==> src/rtl/core_pkg.sv <==
// Shared fetch-path types and constants for the instruction prefetch slice.
package core_pkg;

   localparam int WORDSZ     = 32;
   localparam int INST_BYTES = 4;

   localparam logic [WORDSZ-1:0] INST_NOP = 32'h0000_0013;

   typedef struct packed {
      logic [WORDSZ-1:0] pc;
      logic [WORDSZ-1:0] inst;
   } fetch_entry_t;

   function automatic logic [WORDSZ-1:0] next_fetch_pc(input logic [WORDSZ-1:0] pc);
      return pc + WORDSZ'(INST_BYTES);
   endfunction

endpackage

==> src/rtl/fetch_fifo.sv <==
// Synchronous ring-buffer FIFO with flush; used for both the entry queue and the PC tag queue.
module fetch_fifo #(
   parameter int  WIDTH = 64,
   parameter int  DEPTH = 4,
   localparam int AW    = (DEPTH > 1) ? $clog2(DEPTH) : 1,
   localparam int CW    = $clog2(DEPTH + 1)
) (
   input  logic             clk_i,
   input  logic             reset_i,
   input  logic             push_i,
   input  logic             pop_i,
   input  logic             flush_i,
   input  logic [WIDTH-1:0] data_i,
   output logic [WIDTH-1:0] data_o,
   output logic [CW-1:0]    count_o,
   output logic             full_o,
   output logic             empty_o
);

   logic [WIDTH-1:0] mem_q [DEPTH];
   logic [AW-1:0]    wr_q, rd_q;
   logic [CW-1:0]    cnt_q;
   logic             do_push, do_pop;

   function automatic logic [AW-1:0] ptr_inc(input logic [AW-1:0] p);
      return (p == AW'(DEPTH - 1)) ? '0 : p + AW'(1);
   endfunction

   assign empty_o = (cnt_q == '0);
   assign full_o  = (cnt_q == CW'(DEPTH));
   assign count_o = cnt_q;
   assign data_o  = mem_q[rd_q];

   // A push into a full FIFO is only legal when the head leaves in the same cycle.
   assign do_pop  = pop_i && !empty_o;
   assign do_push = push_i && (!full_o || do_pop);

   always_ff @(posedge clk_i or posedge reset_i) begin
      if (reset_i) begin
         wr_q  <= '0;
         rd_q  <= '0;
         cnt_q <= '0;
         for (int i = 0; i < DEPTH; i++) mem_q[i] <= '0;
      end else if (flush_i) begin
         wr_q  <= '0;
         rd_q  <= '0;
         cnt_q <= '0;
      end else begin
         if (do_push) begin
            mem_q[wr_q] <= data_i;
            wr_q        <= ptr_inc(wr_q);
         end
         if (do_pop) rd_q <= ptr_inc(rd_q);
         cnt_q <= cnt_q + CW'(do_push) - CW'(do_pop);
      end
   end

endmodule

==> src/rtl/inst_prefetch_buffer.sv <==
// Sequential instruction prefetcher between imem and decode, with redirect flush/refetch.
// Define PREFETCH_BYPASS_EN to forward a response straight to decode when the queue is empty.
module inst_prefetch_buffer
   import core_pkg::*;
#(
   parameter int          DEPTH        = 4,
   parameter int          MAX_INFLIGHT = 2,
   parameter logic [31:0] RESET_PC     = 32'h0
) (
   input  logic        clk_i,
   input  logic        reset_i,
   output logic        mem_req_valid_o,
   output logic [31:0] mem_req_addr_o,
   input  logic        mem_req_ready_i,
   input  logic        mem_resp_valid_i,
   input  logic [31:0] mem_resp_data_i,
   output logic        inst_valid_o,
   output logic [31:0] inst_o,
   output logic [31:0] pc_o,
   input  logic        inst_ready_i,
   input  logic        redirect_i,
   input  logic [31:0] redirect_pc_i
);

   localparam int CW = $clog2(DEPTH + 1);
   localparam int IW = $clog2(MAX_INFLIGHT + 1);

   logic [WORDSZ-1:0] fetch_pc_q, fetch_pc_d;
   logic [IW-1:0]     inflight_q, inflight_d;
   logic [IW-1:0]     drop_cnt_q, drop_cnt_d;
   logic              req_valid, req_fire, resp_keep;

   fetch_entry_t      ent_din, ent_dout;
   logic              ent_push, ent_pop, ent_full, ent_empty;
   logic [CW-1:0]     ent_count;

   logic [WORDSZ-1:0] tag_dout;
   logic              tag_push, tag_pop, tag_full, tag_empty;
   logic [IW-1:0]     tag_count;

   // Credit: every word in the queue or in flight owns a slot, so a response always fits.
   assign req_valid = !reset_i && !redirect_i
                      && (inflight_q < IW'(MAX_INFLIGHT))
                      && ((32'(ent_count) + 32'(inflight_q)) < 32'(DEPTH));
   assign req_fire  = req_valid && mem_req_ready_i;

   assign mem_req_valid_o = req_valid;
   assign mem_req_addr_o  = fetch_pc_q;

   assign resp_keep = mem_resp_valid_i && (drop_cnt_q == '0) && !redirect_i;
   assign tag_push  = req_fire;
   assign tag_pop   = resp_keep;

   assign ent_din.pc   = tag_dout;
   assign ent_din.inst = mem_resp_data_i;
   assign ent_pop      = !ent_empty && inst_ready_i && !redirect_i;

`ifdef PREFETCH_BYPASS_EN
   logic bypass_hit;
   assign bypass_hit   = resp_keep && ent_empty;
   assign inst_valid_o = !ent_empty || bypass_hit;
   assign inst_o       = bypass_hit ? mem_resp_data_i : ent_dout.inst;
   assign pc_o         = bypass_hit ? tag_dout : ent_dout.pc;
   assign ent_push     = resp_keep && !(bypass_hit && inst_ready_i);
`else
   assign inst_valid_o = !ent_empty;
   assign inst_o       = ent_dout.inst;
   assign pc_o         = ent_dout.pc;
   assign ent_push     = resp_keep;
`endif

   always_comb begin
      fetch_pc_d = fetch_pc_q;
      drop_cnt_d = drop_cnt_q;
      inflight_d = inflight_q + IW'(req_fire) - IW'(mem_resp_valid_i);
      if (redirect_i) begin
         // Everything still owed by imem after this edge belongs to the old stream.
         fetch_pc_d = redirect_pc_i & ~32'h3;
         drop_cnt_d = inflight_d;
      end else begin
         if (req_fire) fetch_pc_d = next_fetch_pc(fetch_pc_q);
         if (mem_resp_valid_i && (drop_cnt_q != '0)) drop_cnt_d = drop_cnt_q - IW'(1);
      end
   end

   always_ff @(posedge clk_i or posedge reset_i) begin
      if (reset_i) begin
         fetch_pc_q <= RESET_PC;
         inflight_q <= '0;
         drop_cnt_q <= '0;
      end else begin
         fetch_pc_q <= fetch_pc_d;
         inflight_q <= inflight_d;
         drop_cnt_q <= drop_cnt_d;
      end
   end

   fetch_fifo #(
      .WIDTH ($bits(fetch_entry_t)),
      .DEPTH (DEPTH)
   ) u_entry_q (
      .clk_i   (clk_i),
      .reset_i (reset_i),
      .push_i  (ent_push),
      .pop_i   (ent_pop),
      .flush_i (redirect_i),
      .data_i  (ent_din),
      .data_o  (ent_dout),
      .count_o (ent_count),
      .full_o  (ent_full),
      .empty_o (ent_empty)
   );

   fetch_fifo #(
      .WIDTH (WORDSZ),
      .DEPTH (MAX_INFLIGHT)
   ) u_tag_q (
      .clk_i   (clk_i),
      .reset_i (reset_i),
      .push_i  (tag_push),
      .pop_i   (tag_pop),
      .flush_i (redirect_i),
      .data_i  (fetch_pc_q),
      .data_o  (tag_dout),
      .count_o (tag_count),
      .full_o  (tag_full),
      .empty_o (tag_empty)
   );

   a_no_overflow : assert property (@(posedge clk_i) disable iff (reset_i)
      !(ent_push && ent_full && !ent_pop));
   a_tag_push_ok : assert property (@(posedge clk_i) disable iff (reset_i)
      !(tag_push && tag_full));
   a_tag_pop_ok  : assert property (@(posedge clk_i) disable iff (reset_i)
      !(tag_pop && tag_empty));
   a_tag_balance : assert property (@(posedge clk_i) disable iff (reset_i)
      (32'(tag_count) + 32'(drop_cnt_q)) == 32'(inflight_q));
   a_resp_owed   : assert property (@(posedge clk_i) disable iff (reset_i)
      !(mem_resp_valid_i && (inflight_q == '0)));

endmodule

==> config.mk <==
export PLATFORM = sky130hd
export DESIGN_NAME = inst_prefetch_buffer
export DESIGN_NICKNAME = d
export VERILOG_FILES = /design/src/rtl/core_pkg.sv /design/src/rtl/fetch_fifo.sv /design/src/rtl/inst_prefetch_buffer.sv
export SDC_FILE = /design/constraint.sdc
export NUM_CORES = 1
export LEC_CHECK = 0
export ABC_CLOCK_PERIOD_IN_PS = 17550
export CORE_MARGIN = 1
export CORE_UTILIZATION = 61
export DETAILED_ROUTE_END_ITERATION = 6
export GPL_TIMING_DRIVEN = 0
export PLACE_DENSITY = 0.85
export SYNTH_ARGS = -nofsm -noshare
export SYNTH_HDL_FRONTEND = slang
export SYNTH_SLANG_ARGS = --single-unit
==> constraint.sdc <==
create_clock -name clk_i -period 17.55 [get_ports clk_i]
set_clock_uncertainty 0.05 [all_clocks]
set_input_delay 1.755 -clock clk_i [delete_from_list [all_inputs] [get_ports clk_i]]
set_output_delay 1.755 -clock clk_i [all_outputs]
set_load 0.02 [all_outputs]
# After elaboration in Yosys (flattened, before gate mapping)
# Index checks and enable logic that the tools add are counted.
# totals
reg_bits	367
inputBits	70
output_inout_bits	98
word_cells	110
# op_classes
add_sub_neg	13
n_lt_le_gt_ge	8
eq_ne	4
n_mux	30
n_bitwise	5
reduce_logical	35
# op_table
operator	n
bitwise mux 256 bit	1
two-way mux 32 bit	6
two-way mux 64 bit	3
binary-select mux 64 bit (select 2 bit)	1
demux 64 bit (select 2 bit)	1
bitwise mux 64 bit	1
adder 32 x 3 -> 32 bit (second input constant)	1
demux 32 bit (select 1 bit)	1
two-way mux 2 bit	9
logical AND 1 bit	15
nonzero test 2 bit	7
equality test 2 bit (second input constant)	3
greater-or-equal comparator 3 bit (second input constant)	2
logical NOT 1 bit	6
two-way mux 1 bit	6
NOT 2 -> 3 bit	2
adder 2 x 1 -> 2 bit	2
adder 2 x 1 -> 2 bit (second input constant)	2
adder 3 x 2 -> 4 bit	1
greater-or-equal comparator 2 bit (second input constant)	2
logical NOT 2 bit	2
less-than comparator 4 x 3 -> 1 bit (second input constant)	1
NOT 1 -> 2 bit	2
AND reduction 2 bit	2
other kinds (13)	16

# Logic depth before layout (Yosys ltp)
# depth
depth_word	10
mapped_depth	13
mapped_depth_nobuf	11

# By module
# Synthesis repeated with hierarchy kept, for this count alone.
# hier_totals
hier_cells	1108
area_unflattened_um2	17325.4
# modules_own_cells
mod	instances	cells_each	area_each_um2	seq_area_each_um2
fetch_fifo (u_entry_q)	1	667	12111.6	6581.3
fetch_fifo (u_tag_q)	1	196	3110.5	1701.6
inst_prefetch_buffer	1	245	2103.3	850.8

# Worst setup path before layout
# No wires, ideal clock.
# synth_timing
path_kind	input to output
from	input port redirect_i
to	output port mem_req_valid_o
arrival_time_ns	2.271
required_ns	15.745
slack_ns	13.474
cell_stages	3
cell_sequence	buf_4 > nor3_2 > and3_1
# synth_via
elab_chain_len	4
# synth_rtl
element	line_no	source
from (decl)	inst_prefetch_buffer.sv:21	input logic redirect_i,
logical NOT 1 bit	inst_prefetch_buffer.sv:42	assign req_valid = !reset_i && !redirect_i
logical AND 1 bit	inst_prefetch_buffer.sv:42	
logical AND 1 bit	inst_prefetch_buffer.sv:43	&& (inflight_q < IW'(MAX_INFLIGHT))
logical AND 1 bit	inst_prefetch_buffer.sv:44	&& ((32'(ent_count) + 32'(inflight_q)) < 32'(DEPTH));
to (decl)	inst_prefetch_buffer.sv:12	output logic mem_req_valid_o,
# Every way passes these cells.

# Worst setup path after layout
# Ends and elaborated chain as after synthesis.

==> results.py <==
metrics = {
    "setup_path": {
        "cp_max_fo": 10,
        "reg2reg_from": "u_entry_q.count_o[1]",
        "path_cells": "clkdlybuf4s50_1, buf_4, nor3_2, and3_1, clkdlybuf4s50_1",
        "crit_start": "redirect_i",
        "end_kind": "output pin",
        "r2r-end": "drop_cnt_q[1]",
        "cp.arrival_ns": 3.29,
        "slowest_delay_ns": 0.61,
        "cp-start-kind": "input port",
        "crit_buf_inv": 3,
        "worst-endpoint-required_ns": 15.75,
        "critical_path_depth": 5,
        "cp_slowest_cell": "clkdlybuf4s50_1",
        "path_common_cell": "clkdlybuf4s50_1",
        "cp_top_family": "buffers and inverters",
        "crit_end": "mem_req_valid_o",
        "r2r_setup_slack_ns": 14.73,
        "reg2reg_depth": 13,
        "criticalPathCategory": "in -> out",
    },
    "sta": {
        "max_freq_mhz": 196,
        "period_share": 0.290,
        "hold_viol": 0,
        "maxSlewViolCount": 0,
        "fin_crit_ns": 5.10,
        "relSlewSlack": 0.411,
        "tns_ns": 0,
        "setup_ws_ns": 12.45,
        "tightestPinTransition_ns": 0.884,
        "setup_viol": 0,
        "rsz0062_at_grt": "false",
    },
    "power": {
        "clkPwrFrac": 0.270,
        "p_comb_frac": 0.329,
        "powerDensity_nw_per_um2": 154,
        "power.share.switching": 0.309,
        "ir_worst_vdd_mv": 0.111,
        "p_switching_mw": 0.904,
        "p_leak_nw": 8.43,
        "seqPwrFrac": 0.401,
        "p_int_mw": 2.02,
    },
    "logic_synthesis": {
        "ys_types": 53,
        "avgSynthCellArea_um2": 13.0,
        "synth_edf_count": 0,
        "syn_area_um2": 15700,
        "ys_seq_area_frac": 0.564,
        "ys_async_sr_fraction": 1.00,
        "synth_top_area_frac": 0.564,
        "syn_inst": 1204,
        "synth_top_cells_by_area": "dfrtp_1 56%, mux2_2 12%, mux4_2 8.9%",
        "yosysWarnings": 0,
        "yosys.area.top_type": "dfrtp_1",
        "synth_seq_cells": 353,
        "synth_ff_type": "dfrtp_1",
    },
    "global_route": {
        "gr-total-overflow": 0,
        "antenna_found_initial": 0,
        "grt_pass1_wl_um": 58400,
        "grt_pass1_vias": 11250,
        "grt_max_degree": 120,
        "grt_use_total": 0.286,
    },
    "detailed_routing": {
        "vias": 10630,
        "drt_iter0_drc": 858,
        "viasPerCell": 6.04,
        "drc_errors": 0,
        "ant_nets": 0,
        "wl_per_cell_um": 20.6,
        "drt_wl_total_um": 36200,
        "dr.pass1.iters": 5,
    },
    "placed_design": {
        "gp_congestion": 0.869,
        "port_buffers": 161,
        "pre_cts_slack_ns": 12.43,
        "dp_hpwl_um": 24100,
    },
    "cts": {
        "clock_tree.buffer_depth": 3,
        "cts_tree": "done",
        "cts_max_level": 2,
        "clk_latency_ns": 0.53,
        "cts_sinks": 353,
        "clk_pin_slew_ns": 0.06,
        "cts_buffers": 36,
        "cts-root-buf": "clkbuf_16",
        "cts_resized": 0,
        "post-cts-setup-buffers": 0,
        "postCtsHoldBufs": 0,
    },
    "floorplan": {
        "start_util": 0.622,
        "die_w_um": 162,
        "die_h_um": 162,
        "core_um2": 25200,
        "io_pins": 168,
        "die_area_um2": 26300,
        "rows": 58,
    },
    "final_layout": {
        "seqCellArea_um2": 8830,
        "syn_to_final_growth_pct": 21.4,
        "multi_input_area_um2": 6390,
        "utilization": 0.755,
        "drive_gt1_frac": 0.233,
        "n_antenna_cell": 0,
        "final_nets": 1493,
        "fillers": 1522,
    },
    "run": {
        "max-cap-violations": 0,
    },
    "run_status": {
        "status": "finished clean",
    },
    "min_path": {
        "min_path_type": "reg -> reg",
    },
}
[kinds of logic after synthesis]
family | after synthesis | share of synthesized area
AO/OA/AOI/OAI | 174 | 0.0618
XOR/XNOR | 17 | 0.00951
adder cells (fa/ha/maj) | 14 | 0.0117
buffers and inverters | 100 | 0.0288
flip-flops | 353 | 0.564
multiplexers | 285 | 0.247
other | 1 | 0.000239
AND/OR/NAND/NOR | 260 | 0.0769
[flip-flops by register name (all words and copies together) (netlist names)]
signal and cells:
inflight_q 2, drop_cnt_q 2, u_tag_q.mem_q 60, u_tag_q.wr_q 1, u_entry_q.mem_q 248, mem_req_addr_o 30
u_entry_q.rd_q 2, u_tag_q.rd_q 1, u_tag_q.count_o 2, u_entry_q.wr_q 2, u_entry_q.count_o 3
[how the worst min path moves through the flow]
stage	end	from	slack, ns	cells past startpoint
6_report	u_entry_q.mem_q[103]	u_entry_q.mem_q[103]	0.43	2
2_1_floorplan	u_entry_q.mem_q[100]	u_entry_q.mem_q[100]	0.39	2
3_3_place_gp	u_entry_q.mem_q[54]	u_entry_q.mem_q[54]	0.41	2
3_5_place_dp	u_entry_q.mem_q[37]	u_entry_q.mem_q[37]	0.42	2
4_1_cts	u_entry_q.mem_q[106]	u_entry_q.mem_q[106]	0.43	2
5_1_grt	u_entry_q.mem_q[251]	u_entry_q.mem_q[251]	0.46	2
[through the flow]
step                total power [mW]  cells  instance area, µm²  hold WS [ns]
CTS                             2.94   1760               19000         0.429
detailed placement              2.14   1701               17800         0.416
global route                    3.07   1760               19000         0.456
floorplan                       1.77   1207               15700         0.395
global placement                2.10   1698               17700         0.405
finish                          2.93   1760               19000         0.428
[tightest hold or removal path: stages (launching register included)]
cell and delay [ns]:
dfrtp_1 0.34, nand2_1 0.04, o21ai_0 0.06
[power groups by stage]
stage,clock (mW),sequential (mW),combinational (mW)
3_3_place_gp,0,1.17,0.931
3_5_place_dp,0,1.18,0.963
4_1_cts,0.797,1.17,0.972
6_report,0.790,1.17,0.963
2_1_floorplan,0,1.15,0.619
5_1_grt,0.833,1.20,1.03
[routing by layer]
layer | global-route usage | part of all wire
met1 | 0.391 | 0.43
met2 | 0.470 | 0.49
met3 | 0.0449 | 0.061
met4 | 0.0943 | 0.023
met5 | 0 | 0
[layout by cell type (no fill, tap or decap), types with 4 or more instances in the layout]
cell type / count
clkbuf_1: 32
mux2_2: 162
xor2_1: 8
nor2b_1: 5
nand3_1: 23
clkbuf_8: 6
o211ai_1: 6
and3_1: 4
o21ai_0: 141
nor2_1: 25
xnor2_1: 9
o311ai_0: 5
bufinv_16: 5
clkdlybuf4s50_1: 161
a21oi_1: 6
nor3_2: 4
dfrtp_1: 353
clkbuf_16: 37
buf_4: 11
mux4_2: 62
buf_1: 14
nand4_1: 8
or3_1: 5
ha_1: 13
conb_1: 4
nand2_1: 162
buf_2: 27
mux2i_1: 32
mux2_1: 29
inv_1: 17
clkinv_2: 6
[cell usage after synthesis, types with 5 or more instances]
cell and count:
buf_1 14, buf_4 11, nor2_1 25, nand4_1 8
clkbuf_1 29, mux2_2 162, dfrtp_1 353, mux2i_1 32
xor2_1 8, nor2b_1 5, nand2_1 162, ha_1 13
a21oi_1 6, o311ai_0 5, mux2_1 29, xnor2_1 9
o211ai_1 6, mux4_2 62, o21ai_0 141, inv_1 18
or3_1 5, buf_2 27, nand3_1 23
[cell type report]
class,instances,share of cell area
Tap cell,330,0.0217
Inverter,19,0.00415
Timing Repair Buffer,164,0.0892
Buffer,81,0.0200
Multi-Input combinational cell,754,0.336
Clock buffer,46,0.0537
Clock inverter,13,0.0104
Sequential cell,353,0.465
No activity file was read; power rests on OpenSTA's default activity.
